===== src/rtl/rv6_bus_pkg.sv =====
// Shared types for the L1-to-memory bus arbiter: FSM states, bus owner and
// the round-robin grant helper.
package rv6_bus_pkg;

    localparam int unsigned RV6_LINE = 256;
    localparam int unsigned RV6_BLK  = 59;

    typedef enum logic [2:0] {
        IDLE,
        I_RD,
        D_RD,
        D_WR,
        RESP
    } arb_state_t;

    typedef enum logic {
        OWN_I,
        OWN_D
    } owner_t;

    // When both sides are pending, the side that did not win last time goes next.
    function automatic owner_t rr_pick(input logic pend_i, input logic pend_d,
                                       input owner_t last);
        owner_t win;
        win = OWN_I;
        if (pend_i && pend_d) begin
            if (last == OWN_I) win = OWN_D;
            else               win = OWN_I;
        end else if (pend_d) begin
            win = OWN_D;
        end
        return win;
    endfunction

endpackage


===== src/rtl/mem_bus_arbiter.sv =====
// Single-transaction arbiter between the imem refill port and the dmem
// refill/writeback port, with a watchdog on the memory completion.
module mem_bus_arbiter
    import rv6_bus_pkg::*;
#(
    parameter int unsigned LINE  = RV6_LINE,
    parameter int unsigned BLK   = RV6_BLK,
    parameter int unsigned TMO_W = 10
) (
    input  logic            clk,
    input  logic            rst_n,
    input  logic [BLK-1:0]  i_addr,
    input  logic            i_rd,
    output logic [LINE-1:0] i_data,
    output logic            i_dv,
    input  logic [BLK-1:0]  d_addr,
    input  logic            d_rd,
    input  logic            d_wr,
    input  logic [LINE-1:0] d_data_w,
    output logic [LINE-1:0] d_data_r,
    output logic            d_dv,
    output logic [BLK-1:0]  m_addr,
    output logic [LINE-1:0] m_data_w,
    output logic            m_rd,
    output logic            m_wr,
    input  logic [LINE-1:0] m_data_r,
    input  logic            m_dv,
    output logic            bus_err
);

    arb_state_t      state_q, state_d;
    owner_t          last_q, last_d;
    logic [BLK-1:0]  m_addr_q, m_addr_d;
    logic [LINE-1:0] m_data_w_q, m_data_w_d;
    logic            m_rd_q, m_rd_d;
    logic            m_wr_q, m_wr_d;
    logic            i_dv_q, i_dv_d;
    logic            d_dv_q, d_dv_d;
    logic [LINE-1:0] i_data_q, i_data_d;
    logic [LINE-1:0] d_data_r_q, d_data_r_d;
    logic            bus_err_q, bus_err_d;
    logic [TMO_W-1:0] tmo_q, tmo_d;

    always_ff @(posedge clk or negedge rst_n) begin
        if (!rst_n) begin
            state_q    <= IDLE;
            last_q     <= OWN_I;
            m_addr_q   <= '0;
            m_data_w_q <= '0;
            m_rd_q     <= 1'b0;
            m_wr_q     <= 1'b0;
            i_dv_q     <= 1'b0;
            d_dv_q     <= 1'b0;
            i_data_q   <= '0;
            d_data_r_q <= '0;
            bus_err_q  <= 1'b0;
            tmo_q      <= '0;
        end else begin
            state_q    <= state_d;
            last_q     <= last_d;
            m_addr_q   <= m_addr_d;
            m_data_w_q <= m_data_w_d;
            m_rd_q     <= m_rd_d;
            m_wr_q     <= m_wr_d;
            i_dv_q     <= i_dv_d;
            d_dv_q     <= d_dv_d;
            i_data_q   <= i_data_d;
            d_data_r_q <= d_data_r_d;
            bus_err_q  <= bus_err_d;
            tmo_q      <= tmo_d;
        end
    end

    always_comb begin
        logic             pend_i;
        logic             pend_d;
        logic             tmo_hit;
        logic [TMO_W-1:0] tmo_inc;
        owner_t           win;

        state_d    = state_q;
        last_d     = last_q;
        m_addr_d   = m_addr_q;
        m_data_w_d = m_data_w_q;
        m_rd_d     = m_rd_q;
        m_wr_d     = m_wr_q;
        i_dv_d     = 1'b0;
        d_dv_d     = 1'b0;
        i_data_d   = i_data_q;
        d_data_r_d = d_data_r_q;
        bus_err_d  = bus_err_q;
        tmo_d      = tmo_q;

        pend_i  = i_rd;
        pend_d  = d_rd | d_wr;
        tmo_inc = tmo_q + {{(TMO_W-1){1'b0}}, 1'b1};
        // Strobe stays up for exactly 2**TMO_W-1 busy cycles before giving up.
        tmo_hit = &tmo_inc;
        win     = rr_pick(pend_i, pend_d, last_q);

        case (state_q)
            IDLE: begin
                if (pend_i || pend_d) begin
                    last_d = win;
                    tmo_d  = '0;
                    if (win == OWN_I) begin
                        state_d  = I_RD;
                        m_addr_d = i_addr;
                        m_rd_d   = 1'b1;
                    end else begin
                        m_addr_d = d_addr;
                        if (d_wr) begin
                            state_d    = D_WR;
                            m_wr_d     = 1'b1;
                            m_data_w_d = d_data_w;
                        end else begin
                            state_d = D_RD;
                            m_rd_d  = 1'b1;
                        end
                    end
                end
            end
            I_RD, D_RD, D_WR: begin
                if (m_dv || tmo_hit) begin
                    state_d = RESP;
                    m_rd_d  = 1'b0;
                    m_wr_d  = 1'b0;
                    if (!m_dv) bus_err_d = 1'b1;
                    if (state_q == I_RD) begin
                        i_dv_d   = 1'b1;
                        i_data_d = m_dv ? m_data_r : '0;
                    end else begin
                        d_dv_d = 1'b1;
                        if (state_q == D_RD) d_data_r_d = m_dv ? m_data_r : '0;
                        else if (!m_dv)      d_data_r_d = '0;
                    end
                end else begin
                    tmo_d = tmo_inc;
                end
            end
            RESP:    state_d = IDLE;
            default: state_d = IDLE;
        endcase
    end

    assign m_addr   = m_addr_q;
    assign m_data_w = m_data_w_q;
    assign m_rd     = m_rd_q;
    assign m_wr     = m_wr_q;
    assign i_dv     = i_dv_q;
    assign d_dv     = d_dv_q;
    assign i_data   = i_data_q;
    assign d_data_r = d_data_r_q;
    assign bus_err  = bus_err_q;

endmodule


===== config.mk =====
export PLATFORM = sky130hd
export DESIGN_NAME = mem_bus_arbiter
export DESIGN_NICKNAME = d
export VERILOG_FILES = /design/src/rtl/rv6_bus_pkg.sv /design/src/rtl/mem_bus_arbiter.sv
export SDC_FILE = /design/constraint.sdc
export NUM_CORES = 1
export LEC_CHECK = 0
export CAP_MARGIN = 30
export CELL_PAD_IN_SITES_DETAIL_PLACEMENT = 1
export CELL_PAD_IN_SITES_GLOBAL_PLACEMENT = 1
export CORE_AREA = 5 5 567 569
export CTS_CLUSTER_SIZE = 20
export DETAILED_ROUTE_END_ITERATION = 16
export DIE_AREA = 0 0 572 574
export GPL_TIMING_DRIVEN = 0
export PLACE_DENSITY = 0.33
export SETUP_SLACK_MARGIN = 0.02
export SYNTH_ARGS = -nofsm -noshare
export SYNTH_HDL_FRONTEND = slang
export SYNTH_SLANG_ARGS = --single-unit

===== constraint.sdc =====
create_clock -name clk -period 5.9 [get_ports clk]
set_input_delay 1.18 -clock clk [delete_from_list [all_inputs] [get_ports clk]]
set_output_delay 1.18 -clock clk [all_outputs]
set_load 0.02 [all_outputs]

==> out/results.md <==
| Item | This run |
|:---|:---|
| Maximum buffer depth of the clock tree | 4 |
| Total net switching power | 14200 uW |
| Final Core Density | 17.5% |
| Post-cts hold buffer count | 0 |
| Worst-margin pin slew | 0.968 ns |
| CP most frequent cell | sky130_fd_sc_hd__clkbuf_1 |
| CTS Sinks | 846 |
| Internal power summed over all cells | 20400 uW |
| GRT Residual Overflow | 0 |
| Post-synthesis sequential area ratio | 68.5% |
| Residual DRC | 0 |
| Vias per cell | 3.25 |
| Clk Latency, worst-skew pair | 0.86 ns |
| Avg Synthesized Cell Area | 15.1 sq um |
| Final min period | 3.72 ns |
| Fraction of power consumed by combinational cells | 48.4% |
| Worst setup path class | flop to flop |
| Pwr dens | 625 nW/um^2 |
| Synthesized Nets | 2686 |
| Wire length reported by the detailed router | 235000 um |
| Layout Area Growth over Synthesis | 79.3% |
| Iteration count of the initial detailed-routing pass | 5 |
| Register bit count reported by yosys | 846 |
| Required time reported for the critical path endpoint | 6.59 ns |
| Total negative setup slack | 0 ns |
| Cell chain of the critical path | ha_1 -> xor2_1 -> nand4_1 -> or4b_1 -> a311oi_2 -> a21oi_2 -> buf_8 -> clkbuf_1 -> clkbuf_1 -> a22o_1 |
| Part of the power in the clock network | 21.6% |
| Category of the worst setup path launch point | flop |
| Wire length of the first global-routing pass | 302000 um |
| Number of top-level pins | 1468 |
| Detail Route Antenna Nets | 0 |
| DIE HEIGHT | 574 um |
| Pre-CTS setup slack | 1.44 ns |
| Die span in x | 572 um |
| Number of failing setup endpoints in the final timing report | 0 |
| Run status | completed |
| Detailed Route Iter0 Violations | 1118 |
| Highest Clock Rate | 269 MHz |
| TritonCTS clock tree | done |
| Arrival time reported for the critical path endpoint | 4.41 ns |
| Post-Route Skew | 0.0741 ns |
| Worst hold margin | 0.260 ns |
| Cell area after technology mapping | 30900 sq um |
| Ratio of final minimum period to clock period | 63.0% |
| Global router's overall resource usage | 13.7% |
| Relative slew slack | 35.5% |
| Gate count after technology mapping | 2048 |
| Worst Path Max Fanout | 10 |
| Number of warnings issued by yosys | 0 |
| Std-Cell Rows | 207 |
| RSZ-0062 raised after global routing | false |
| Vias in the first global route | 28500 |
| Number of distinct library cells after synthesis | 44 |
| Share of total power consumed by net switching | 41.0% |
| Max-capacitance violation count | 0 |
| Buffer and inverter count on the worst path | 3 |
| Maximum vdd ir drop | 0.000253 V |
| Kind of end point of the critical path | flop |
| Total setup buffers inserted after CTS | 0 |
| Number of vias in the routed layout | 25900 |
| NumNets Final | 4302 |
| Number of antenna violations at the first check in global routing | 116 |
| Core Region | 316000 sq um |
| Pin count of the biggest net entering global routing | 101 |
| Part of the total power dissipated in sequential elements | 30.0% |
| Fraction of layout cells with a size suffix above 1 | 13.7% |
| Total of fill cells in the finished design | 35600 |
| Avg WL per Cell | 29.5 um |
| Number of gates given a new drive strength after cts | 0 |
| Detailed placement HPWL | 194000 um |
| Quantity of I/O buffers inserted on ports | 1466 |
| Area occupied by registers | 21200 sq um |
| Total leakage power | 0.0223 uW |
| Number of levels in the clock H-tree | 3 |
| Clock-pin slew on the worst setup and hold paths | 0.06 ns |
| Starting utilization of the core area | 9.77% |
| Floorplan die area | 328000 sq um |
| HP Class | input port to asynchronous set/reset pin |
| Highest-count cells in the layout ignoring fill and taps | 1465 x sky130_fd_sc_hd__clkdlybuf4s50_1, 846 x sky130_fd_sc_hd__dfrtp_1, 513 x sky130_fd_sc_hd__a22o_1, 258 x sky130_fd_sc_hd__mux2_2, 156 x sky130_fd_sc_hd__clkbuf_1 |
| Gpl congestion | 0.831 |
| CP max stage delay | 0.54 ns |
| Critical path's slowest cell | sky130_fd_sc_hd__or4b_1 |
| Post-route setup slack | 2.18 ns |
| Area occupied by multi-input gates | 9040 sq um |
| Clock tree root buffer cell | sky130_fd_sc_hd__clkbuf_16 |
| Most common cell after layout, fill and taps aside | sky130_fd_sc_hd__clkdlybuf4s50_1 |
| Count of final hold-check violations | 0 |
| Final count of pins violating max slew | 0 |
| Category of cells accounting for the largest share of critical-path delay | buffers and inverters |
| Total clock buffers created by CTS | 122 |
-- layer usage --
metal | GRT usage [%] | routed length (um) | part of all wire [%]
met5 | 0 | 718 | 0.31
met4 | 2.58 | 3830 | 1.6
met3 | 7.54 | 28700 | 12
met2 | 24.3 | 117000 | 50
met1 | 14.2 | 84200 | 36
-- Yosys cell counts, drive strengths merged --
master / instances / area share, %
dfrtp: 846 / 69
a22o: 513 / 15
mux2: 258 / 9.4
clkbuf: 125 / 1.5
nand2: 69 / 0.84
o21ai: 64 / 1.0
mux2i: 60 / 1.9
buf: 43 / 0.68
nor2: 14 / 0.17
a221o: 4 / 0.13
and2: 4 / 0.081
inv: 4 / 0.049
nor3b: 3 / 0.073
nor4: 3 / 0.061
a21o: 2 / 0.049
a21oi: 2 / 0.032
and3: 2 / 0.040
and4: 2 / 0.057
ha: 2 / 0.081
nand3: 2 / 0.032
nand4: 2 / 0.040
nor3: 2 / 0.032
o31ai: 2 / 0.049
or2: 2 / 0.040
xor2: 2 / 0.057
a211o: 1 / 0.028
a22oi: 1 / 0.024
a311oi: 1 / 0.049
a31oi: 1 / 0.020
nand2b: 1 / 0.020
nand4b: 1 / 0.028
nor4b: 1 / 0.028
o211ai: 1 / 0.024
o21a: 1 / 0.024
o22ai: 1 / 0.020
o2bb2ai: 1 / 0.028
o41ai: 1 / 0.028
or3: 1 / 0.020
or3b: 1 / 0.028
or4: 1 / 0.024
or4b: 1 / 0.032
-- registers in the layout, summed over array words and instances (netlist names) --
register / flops
last_q: 1
m_wr: 1
d_data_r: 256
m_data_w: 256
state_q: 3
m_addr: 59
m_rd: 1
d_dv: 1
bus_err: 1
i_data: 256
tmo_q: 10
i_dv: 1
-- stage by stage --
| stage | instance area, sq um | power, uW | std cells |
|---|---|---|---|
| CTS | 55300 | 35600 | 7939 |
| detailed placement | 51300 | 27600 | 7720 |
| floorplan | 30900 | 17100 | 2048 |
| finish | 55400 | 34600 | 7964 |
| global route | 55300 | 36300 | 7945 |
| global placement | 50800 | 27700 | 7694 |
-- final timing paths --
path | startpoint | cells past startpoint | slack [ns] | endpoint
worst max register to register | tmo_q[0] | 10 | 2.18 | d_data_r[157]
worst min-delay path | rst_n | 1 | 0.26 | m_data_w[161]
max in group asynchronous | rst_n | 5 | 3.13 | m_addr[29]
worst max-delay path | tmo_q[0] | 10 | 2.18 | d_data_r[157]
min in group clk | bus_err | 1 | 0.47 | bus_err
worst min register to register | bus_err | 1 | 0.47 | bus_err
-- cell families after synthesis --
kind of cell    count (synthesis)  synth area share [%]
mux                           318                  11.3
compound gates                596                  16.1
flops                         846                  68.5
simple gates                  112                  1.65
buf+inv                       172                  2.25
xor+xnor                        2                0.0567
fa+ha+maj                       2                0.0810
-- power groups by stage --
stage	logic [uW]	registers, uW	clock network, uW
after floorplan	3780	13300	0
after global placement	17200	10500	0
after detailed placement	17200	10400	0
after CTS	17300	10400	7850
after global routing	17600	10700	8030
final	16800	10400	7480
-- final cells by class --
class,count,share of cell area (%)
Sequential cell,846,38.2
Timing Repair Buffer,1492,27.4
Multi-Input combinational cell,1030,16.3
Tap cell,4180,9.44
Clock buffer,184,6.46
Buffer,168,1.23
Clock inverter,35,0.761
Antenna cell,25,0.113
Inverter,4,0.0271
(Power assumes the default switching activity.)
